`src/rtl/ecc_scrub_ctrl.sv`:
```
// ecc_scrub_ctrl
// Background scrubber for an ECC-protected RAM. Sweeps word addresses
// 0..cfg_last_addr. Each word is read (data + check bits) and passed through
// the external decoder. A corrected single-bit error is re-encoded and
// written back to the same address. An uncorrectable word raises irq_ue and
// is counted.
//
// Optional feature (compile-time macro ECC_SCRUB_STOP_ON_UE_EN):
//   defined   - an uncorrectable word ends the sweep at once (done pulses,
//               then busy falls).
//   undefined - the sweep continues past uncorrectable words.
//
// Ports
//   clk, rstn                     clock, asynchronous active-low reset
//   start, abort                  sweep control pulses
//   cfg_last_addr, cfg_interval   sweep bound and idle gap; sampled on start
//   mem_req/we/addr/wdata/wecc    RAM request, held stable until mem_gnt
//   mem_gnt, mem_rvalid,
//   mem_rdata, mem_recc           RAM grant and read-return channel
//   dec_data_in/dec_ecc_in        decoder inputs
//   dec_data_out/dec_err_sts      decoder outputs
//   enc_data_in                   encoder input
//   enc_data_out/enc_ecc_out      encoder outputs
//   busy, done, irq_ue            status; done and irq_ue are 1-cycle pulses
//   cnt_corr, cnt_uncorr          saturating word counters, cleared on start
//   last_err_addr                 address of the most recent non-clean status
module ecc_scrub_ctrl #(
   parameter int DATA_WIDTH = 64,
   parameter int ECC_WIDTH  = 8,
   parameter int ADDR_WIDTH = 10,
   parameter int DEC_LAT    = 1,
   parameter int ENC_LAT    = 1,
   parameter int CNT_WIDTH  = 16
) (
   input  logic                  clk,
   input  logic                  rstn,
   input  logic                  start,
   input  logic                  abort,
   input  logic [ADDR_WIDTH-1:0] cfg_last_addr,
   input  logic [15:0]           cfg_interval,
   output logic                  mem_req,
   output logic                  mem_we,
   output logic [ADDR_WIDTH-1:0] mem_addr,
   output logic [DATA_WIDTH-1:0] mem_wdata,
   output logic [ECC_WIDTH-1:0]  mem_wecc,
   input  logic                  mem_gnt,
   input  logic                  mem_rvalid,
   input  logic [DATA_WIDTH-1:0] mem_rdata,
   input  logic [ECC_WIDTH-1:0]  mem_recc,
   output logic [DATA_WIDTH-1:0] dec_data_in,
   output logic [ECC_WIDTH-1:0]  dec_ecc_in,
   input  logic [DATA_WIDTH-1:0] dec_data_out,
   input  logic [1:0]            dec_err_sts,
   output logic [DATA_WIDTH-1:0] enc_data_in,
   input  logic [DATA_WIDTH-1:0] enc_data_out,
   input  logic [ECC_WIDTH-1:0]  enc_ecc_out,
   output logic                  busy,
   output logic                  done,
   output logic                  irq_ue,
   output logic [CNT_WIDTH-1:0]  cnt_corr,
   output logic [CNT_WIDTH-1:0]  cnt_uncorr,
   output logic [ADDR_WIDTH-1:0] last_err_addr
);

   localparam int LAT_W = 8;
   localparam logic [LAT_W-1:0] DEC_LAT_C = LAT_W'(DEC_LAT);
   localparam logic [LAT_W-1:0] ENC_LAT_C = LAT_W'(ENC_LAT);

   typedef enum logic [3:0] {
      S_IDLE, S_RD_REQ, S_RD_WAIT, S_DEC, S_ENC, S_WR_REQ, S_NEXT, S_GAP, S_DONE
   } state_t;

   state_t                state_q, state_d;
   logic [ADDR_WIDTH-1:0] addr_q, addr_d;
   logic [ADDR_WIDTH-1:0] last_q, last_d;
   logic [15:0]           intv_q, intv_d;
   logic [15:0]           gap_q, gap_d;
   logic [LAT_W-1:0]      lat_q, lat_d;
   logic                  abort_q, abort_d;
   logic [DATA_WIDTH-1:0] rdata_q, rdata_d;
   logic [ECC_WIDTH-1:0]  recc_q, recc_d;
   logic [DATA_WIDTH-1:0] corr_q, corr_d;
   logic [DATA_WIDTH-1:0] wdata_q, wdata_d;
   logic [ECC_WIDTH-1:0]  wecc_q, wecc_d;
   logic [CNT_WIDTH-1:0]  ccorr_q, ccorr_d;
   logic [CNT_WIDTH-1:0]  cunc_q, cunc_d;
   logic [ADDR_WIDTH-1:0] lerr_q, lerr_d;
   logic                  irq_q, irq_d;

   function automatic logic [CNT_WIDTH-1:0] sat_inc(input logic [CNT_WIDTH-1:0] v);
      return (&v) ? v : v + 1'b1;
   endfunction

   always_ff @(posedge clk or negedge rstn) begin
      if (!rstn) begin
         state_q <= S_IDLE;
         addr_q  <= '0;
         last_q  <= '0;
         intv_q  <= '0;
         gap_q   <= '0;
         lat_q   <= '0;
         abort_q <= 1'b0;
         rdata_q <= '0;
         recc_q  <= '0;
         corr_q  <= '0;
         wdata_q <= '0;
         wecc_q  <= '0;
         ccorr_q <= '0;
         cunc_q  <= '0;
         lerr_q  <= '0;
         irq_q   <= 1'b0;
      end else begin
         state_q <= state_d;
         addr_q  <= addr_d;
         last_q  <= last_d;
         intv_q  <= intv_d;
         gap_q   <= gap_d;
         lat_q   <= lat_d;
         abort_q <= abort_d;
         rdata_q <= rdata_d;
         recc_q  <= recc_d;
         corr_q  <= corr_d;
         wdata_q <= wdata_d;
         wecc_q  <= wecc_d;
         ccorr_q <= ccorr_d;
         cunc_q  <= cunc_d;
         lerr_q  <= lerr_d;
         irq_q   <= irq_d;
      end
   end

   always_comb begin
      state_d = state_q;
      addr_d  = addr_q;
      last_d  = last_q;
      intv_d  = intv_q;
      gap_d   = gap_q;
      lat_d   = lat_q;
      rdata_d = rdata_q;
      recc_d  = recc_q;
      corr_d  = corr_q;
      wdata_d = wdata_q;
      wecc_d  = wecc_q;
      ccorr_d = ccorr_q;
      cunc_d  = cunc_q;
      lerr_d  = lerr_q;
      irq_d   = 1'b0;
      // An abort pulse is remembered in every busy state and acted on only
      // at the word boundary, so an in-flight write-back always completes.
      abort_d = abort_q | (abort & (state_q != S_IDLE));

      case (state_q)
         S_IDLE: begin
            if (start) begin
               state_d = S_RD_REQ;
               addr_d  = '0;
               last_d  = cfg_last_addr;
               intv_d  = cfg_interval;
               ccorr_d = '0;
               cunc_d  = '0;
               abort_d = 1'b0;
            end
         end
         S_RD_REQ: begin
            if (mem_gnt) state_d = S_RD_WAIT;
         end
         S_RD_WAIT: begin
            if (mem_rvalid) begin
               rdata_d = mem_rdata;
               recc_d  = mem_recc;
               lat_d   = '0;
               state_d = S_DEC;
            end
         end
         S_DEC: begin
            // The decoder inputs come straight from the capture registers,
            // so its result is valid exactly DEC_LAT cycles into this state.
            if (lat_q == DEC_LAT_C) begin
               lat_d = '0;
               if (dec_err_sts != 2'b00) lerr_d = addr_q;
               case (dec_err_sts)
                  2'b00: state_d = S_NEXT;
                  2'b01: begin
                     corr_d  = dec_data_out;
                     state_d = S_ENC;
                  end
                  default: begin
                     irq_d  = 1'b1;
                     cunc_d = sat_inc(cunc_q);
`ifdef ECC_SCRUB_STOP_ON_UE_EN
                     state_d = S_DONE;
`else
                     state_d = S_NEXT;
`endif
                  end
               endcase
            end else begin
               lat_d = lat_q + 1'b1;
            end
         end
         S_ENC: begin
            if (lat_q == ENC_LAT_C) begin
               wdata_d = enc_data_out;
               wecc_d  = enc_ecc_out;
               state_d = S_WR_REQ;
            end else begin
               lat_d = lat_q + 1'b1;
            end
         end
         S_WR_REQ: begin
            if (mem_gnt) begin
               ccorr_d = sat_inc(ccorr_q);
               state_d = S_NEXT;
            end
         end
         S_NEXT: begin
            if (addr_q == last_q || abort_q || abort) begin
               state_d = S_DONE;
            end else begin
               addr_d = addr_q + 1'b1;
               if (intv_q == 16'd0) begin
                  state_d = S_RD_REQ;
               end else begin
                  gap_d   = intv_q - 16'd1;
                  state_d = S_GAP;
               end
            end
         end
         S_GAP: begin
            if (gap_q == 16'd0) state_d = S_RD_REQ;
            else gap_d = gap_q - 16'd1;
         end
         S_DONE: begin
            abort_d = 1'b0;
            state_d = S_IDLE;
         end
         default: state_d = S_IDLE;
      endcase
   end

   // Request lines decode directly from the state register so that an
   // asynchronous reset withdraws a pending request immediately.
   assign mem_req       = (state_q == S_RD_REQ) || (state_q == S_WR_REQ);
   assign mem_we        = (state_q == S_WR_REQ);
   assign mem_addr      = addr_q;
   assign mem_wdata     = wdata_q;
   assign mem_wecc      = wecc_q;
   assign dec_data_in   = rdata_q;
   assign dec_ecc_in    = recc_q;
   assign enc_data_in   = corr_q;
   assign busy          = (state_q != S_IDLE);
   assign done          = (state_q == S_DONE);
   assign irq_ue        = irq_q;
   assign cnt_corr      = ccorr_q;
   assign cnt_uncorr    = cunc_q;
   assign last_err_addr = lerr_q;

endmodule

```
`config.mk`:
```
export PLATFORM = sky130hd
export DESIGN_NAME = ecc_scrub_ctrl
export DESIGN_NICKNAME = d
export VERILOG_FILES = /design/src/rtl/ecc_scrub_ctrl.sv
export SDC_FILE = /design/constraint.sdc
export NUM_CORES = 1
export LEC_CHECK = 0
export ABC_AREA = 1
export CAP_MARGIN = 20
export CORE_AREA = 8 8 191 193
export DETAILED_ROUTE_END_ITERATION = 16
export DIE_AREA = 0 0 199 201
export PLACE_DENSITY_LB_ADDON = 0.2
export SYNTH_ARGS = -nofsm -noshare
export SYNTH_HDL_FRONTEND = slang
export SYNTH_SLANG_ARGS = --single-unit
```
`constraint.sdc`:
```
create_clock -name clk -period 3.05 [get_ports clk]
set_clock_uncertainty 0.15 [all_clocks]
set_input_delay 0.61 -clock clk [delete_from_list [all_inputs] [get_ports clk]]
set_output_delay 0.61 -clock clk [all_outputs]
set_load 0.005 [all_outputs]
```
==> impl_metrics.tcl <==
set metrics [dict create \
    pin_count 507 \
    cp.arrival_ns 2.05 \
    drt_first_pass_iters 5 \
    synth_edf_count 0 \
    postSynthAreaPerCell_sq_um 8.80 \
    yosys-top-cells-count "nand2_1 (556), dfrtp_1 (316), inv_1 (150)" \
    min_path_type "register to register" \
    grt_pass1_wl_mm 74.0 \
    async_flop_share_pct 100 \
    regArea_sq_mm 0.00791 \
    cts_num_sinks 316 \
    cts_tree "built" \
    clock_latency_ns 0.51 \
    setup_viol 0 \
    die-height_um 201 \
    viasPerCell 4.81 \
    dp_slack_ns 0.528 \
    netlist_area_sq_mm 0.0144 \
    ys_top_cells_by_area "dfrtp_1 (55%), nand2_1 (15%), mux2_2 (5.5%)" \
    synth_nets 1879 \
    die_w_um 199 \
    place.gp.congestion 0.929 \
    finalNetCount 2391 \
    max_clock_freq_ghz 0.355 \
    vdd_ir_drop_max_mv 0.502 \
    finalSetupTns_ns 0 \
    ys_warn_count 0 \
    rsz0062_at_grt "no" \
    synth-simple-area-share_pct 23.6 \
    fill_cells 2798 \
    routed_wl_mm 48.3 \
    fp.coreArea_sq_mm 0.0333 \
    drt-wirelength-per-cell_um 18.4 \
    total_power_mw 18.9 \
    synthAdderAreaFrac_pct 0.523 \
    p_leak_nw 9.72 \
    io_buffers 506 \
    finalCriticalPeriod_ns 2.81 \
    synth_xor_xnor_area_share_pct 2.62 \
    slew_headroom_pct 49.2 \
    grt_max_degree 129 \
    yosys.cell_types.count 43 \
    synthToLayoutAreaGrowth_pct 47.7 \
    crit_required_ns 2.29 \
    grt_pass1_vias 12500 \
    cp_max_fo 5 \
    ys_ff_latch 316 \
    endpoint_kind "output pin" \
    synth_mux_area_share_pct 5.96 \
    grt_use_total_pct 23.6 \
    layout-drive-gt1-share_pct 9.46 \
    synthFlopType "dfrtp_1" \
    grt-ovfl-total 0 \
    antenna_left 0 \
    drcViolationCount 0 \
    critPathKind "register to output pin" \
    htreeDepth 2 \
    rows 67 \
    synth_most_common_cell "nand2_1" \
    syn_inst 1631 \
    start_kind "register" \
    final_hold_viol_count 0 \
    outcome "completed" \
    yosysTopAreaCellShare_pct 55.1 \
    setup_ws_ns 0.236 \
    grt_antenna_before_repair 6 \
    vias 12600 \
    synth_compound_area_share_pct 5.67 \
    drtIter0Drc 842 \
    fin_crit_sh_pct 92.3 \
    clockBufferDepth 3 \
    yosysSeqAreaShare_pct 55.1 \
    clk_pin_slew_ns 0.06 \
    worst_pin_slew_ns 0.762 \
    multiInputGateArea_sq_mm 0.00552 \
    drv_cap 0 \
    start_util_pct 43.1 \
    synth.largest_area_cell "dfrtp_1" \
    die_area_sq_mm 0.0400 \
    cts_root_buffer "clkbuf_16" \
    cts_made_buffers 37 \
    power_density_mw_per_mm2 892 \
    slew_violations 0 \
    synth_top_family_by_area "simple AND/OR/NAND/NOR gates" \
    post-dp-hpwl_mm 37.4 \
]
-- area by class of cell --
| cell class | count | area share (%) |
|---|---|---|
| repair buffers | 535 | 25.4 |
| multi-input cells | 1091 | 26.1 |
| diodes | 5 | 0.0590 |
| well taps | 448 | 2.64 |
| flip-flops and latches | 316 | 37.3 |
| clock inverters | 6 | 0.289 |
| inverters | 162 | 2.87 |
| clock buffers | 57 | 5.35 |
-- what timing repair did --
item,CTS,global route
hold endpoints to repair,59,0
buffers inserted,0,0
hold buffers,1,0
gates resized for setup,0,0
-- registers in the layout, summed over array words and instances (netlist names), 4 cells and up --
register and cells:
dec_data_in 64, enc_data_in 64, mem_wdata 64, cnt_corr 16, cnt_uncorr 16, gap_q 16, intv_q 16, last_err_addr 10
last_q 10, mem_addr 10, dec_ecc_in 8, lat_q 8, mem_wecc 8, state_q 4
-- stage by stage --
step	cell area, sq um	util [%]	std cells	hold slack [ns]
floorplan	14400	-	1631	0.164
global placement	20000	60.0	2551	0.303
detailed placement	20000	60.0	2551	0.307
CTS	21200	63.7	2615	0.321
global route	21200	63.7	2620	0.330
finish	21200	63.7	2620	0.318
-- per-layer routing --
metal  wire (um)  GRT usage [%]
met1       18900           28.1
met2       24100           40.7
met3        3670           5.73
met4        1540           8.47
met5           0              0
-- cells in the final DEF, fill, tap and decap left out, types with 12 or more instances in the layout --
master / n
a21oi_1: 29
nand2_1: 556
nor3_1: 16
o21ai_0: 103
nand4_1: 15
dfrtp_1: 316
buf_4: 20
nor2_1: 107
clkbuf_16: 39
inv_1: 150
mux2_2: 70
clkdlybuf4s50_1: 505
o21ai_1: 12
xor2_1: 34
nand3_1: 72
-- worst max-delay path, stage by stage, from the launching register on --
cell,delay (ns)
dfrtp_1,0.41
inv_1,0.09
nand2_1,0.16
nor2_2,0.26
inv_1,0.12
clkdlybuf4s50_1,0.50
-- path summary, 6_finish.rpt --
check,startpoint,to,slack [ns],cells past startpoint
min in group asynchronous,rstn,intv_q[15]$_DFFE_PN0P_,0.51,2
worst min register to register,mem_wdata[49]$_DFFE_PN0P_,mem_wdata[49]$_DFFE_PN0P_,0.32,2
worst max-delay path,state_q[0]$_DFFE_PN0P_,busy,0.24,5
max in group asynchronous,rstn,dec_data_in[5]$_DFFE_PN0P_,1.45,3
worst min-delay path,mem_wdata[49]$_DFFE_PN0P_,mem_wdata[49]$_DFFE_PN0P_,0.32,2
worst max register to register,state_q[3]$_DFFE_PN0P_,gap_q[13]$_DFFE_PN0P_,0.74,9
-- report_power, final --
part / total (mW) / switching [mW] / leakage (nW) / internal [mW]
sequential: 6.92 / 1.03 / 3.92 / 5.90
clock: 4.31 / 1.68 / 0.587 / 2.63
combinational: 7.67 / 3.58 / 5.21 / 4.09
total: 18.9 / 6.29 / 9.72 / 12.6
-- logic make-up (layout without fill, tap and decap cells) --
family	count (synthesis)	in the layout
multiplexers	76	76
other	0	5
adder cells (fa/ha/maj)	6	6
AND/OR/NAND/NOR	811	811
buffers and inverters	224	760
XOR/XNOR	43	43
AO/OA/AOI/OAI	155	155
flip-flops	316	316
(Power assumes the default switching activity.)
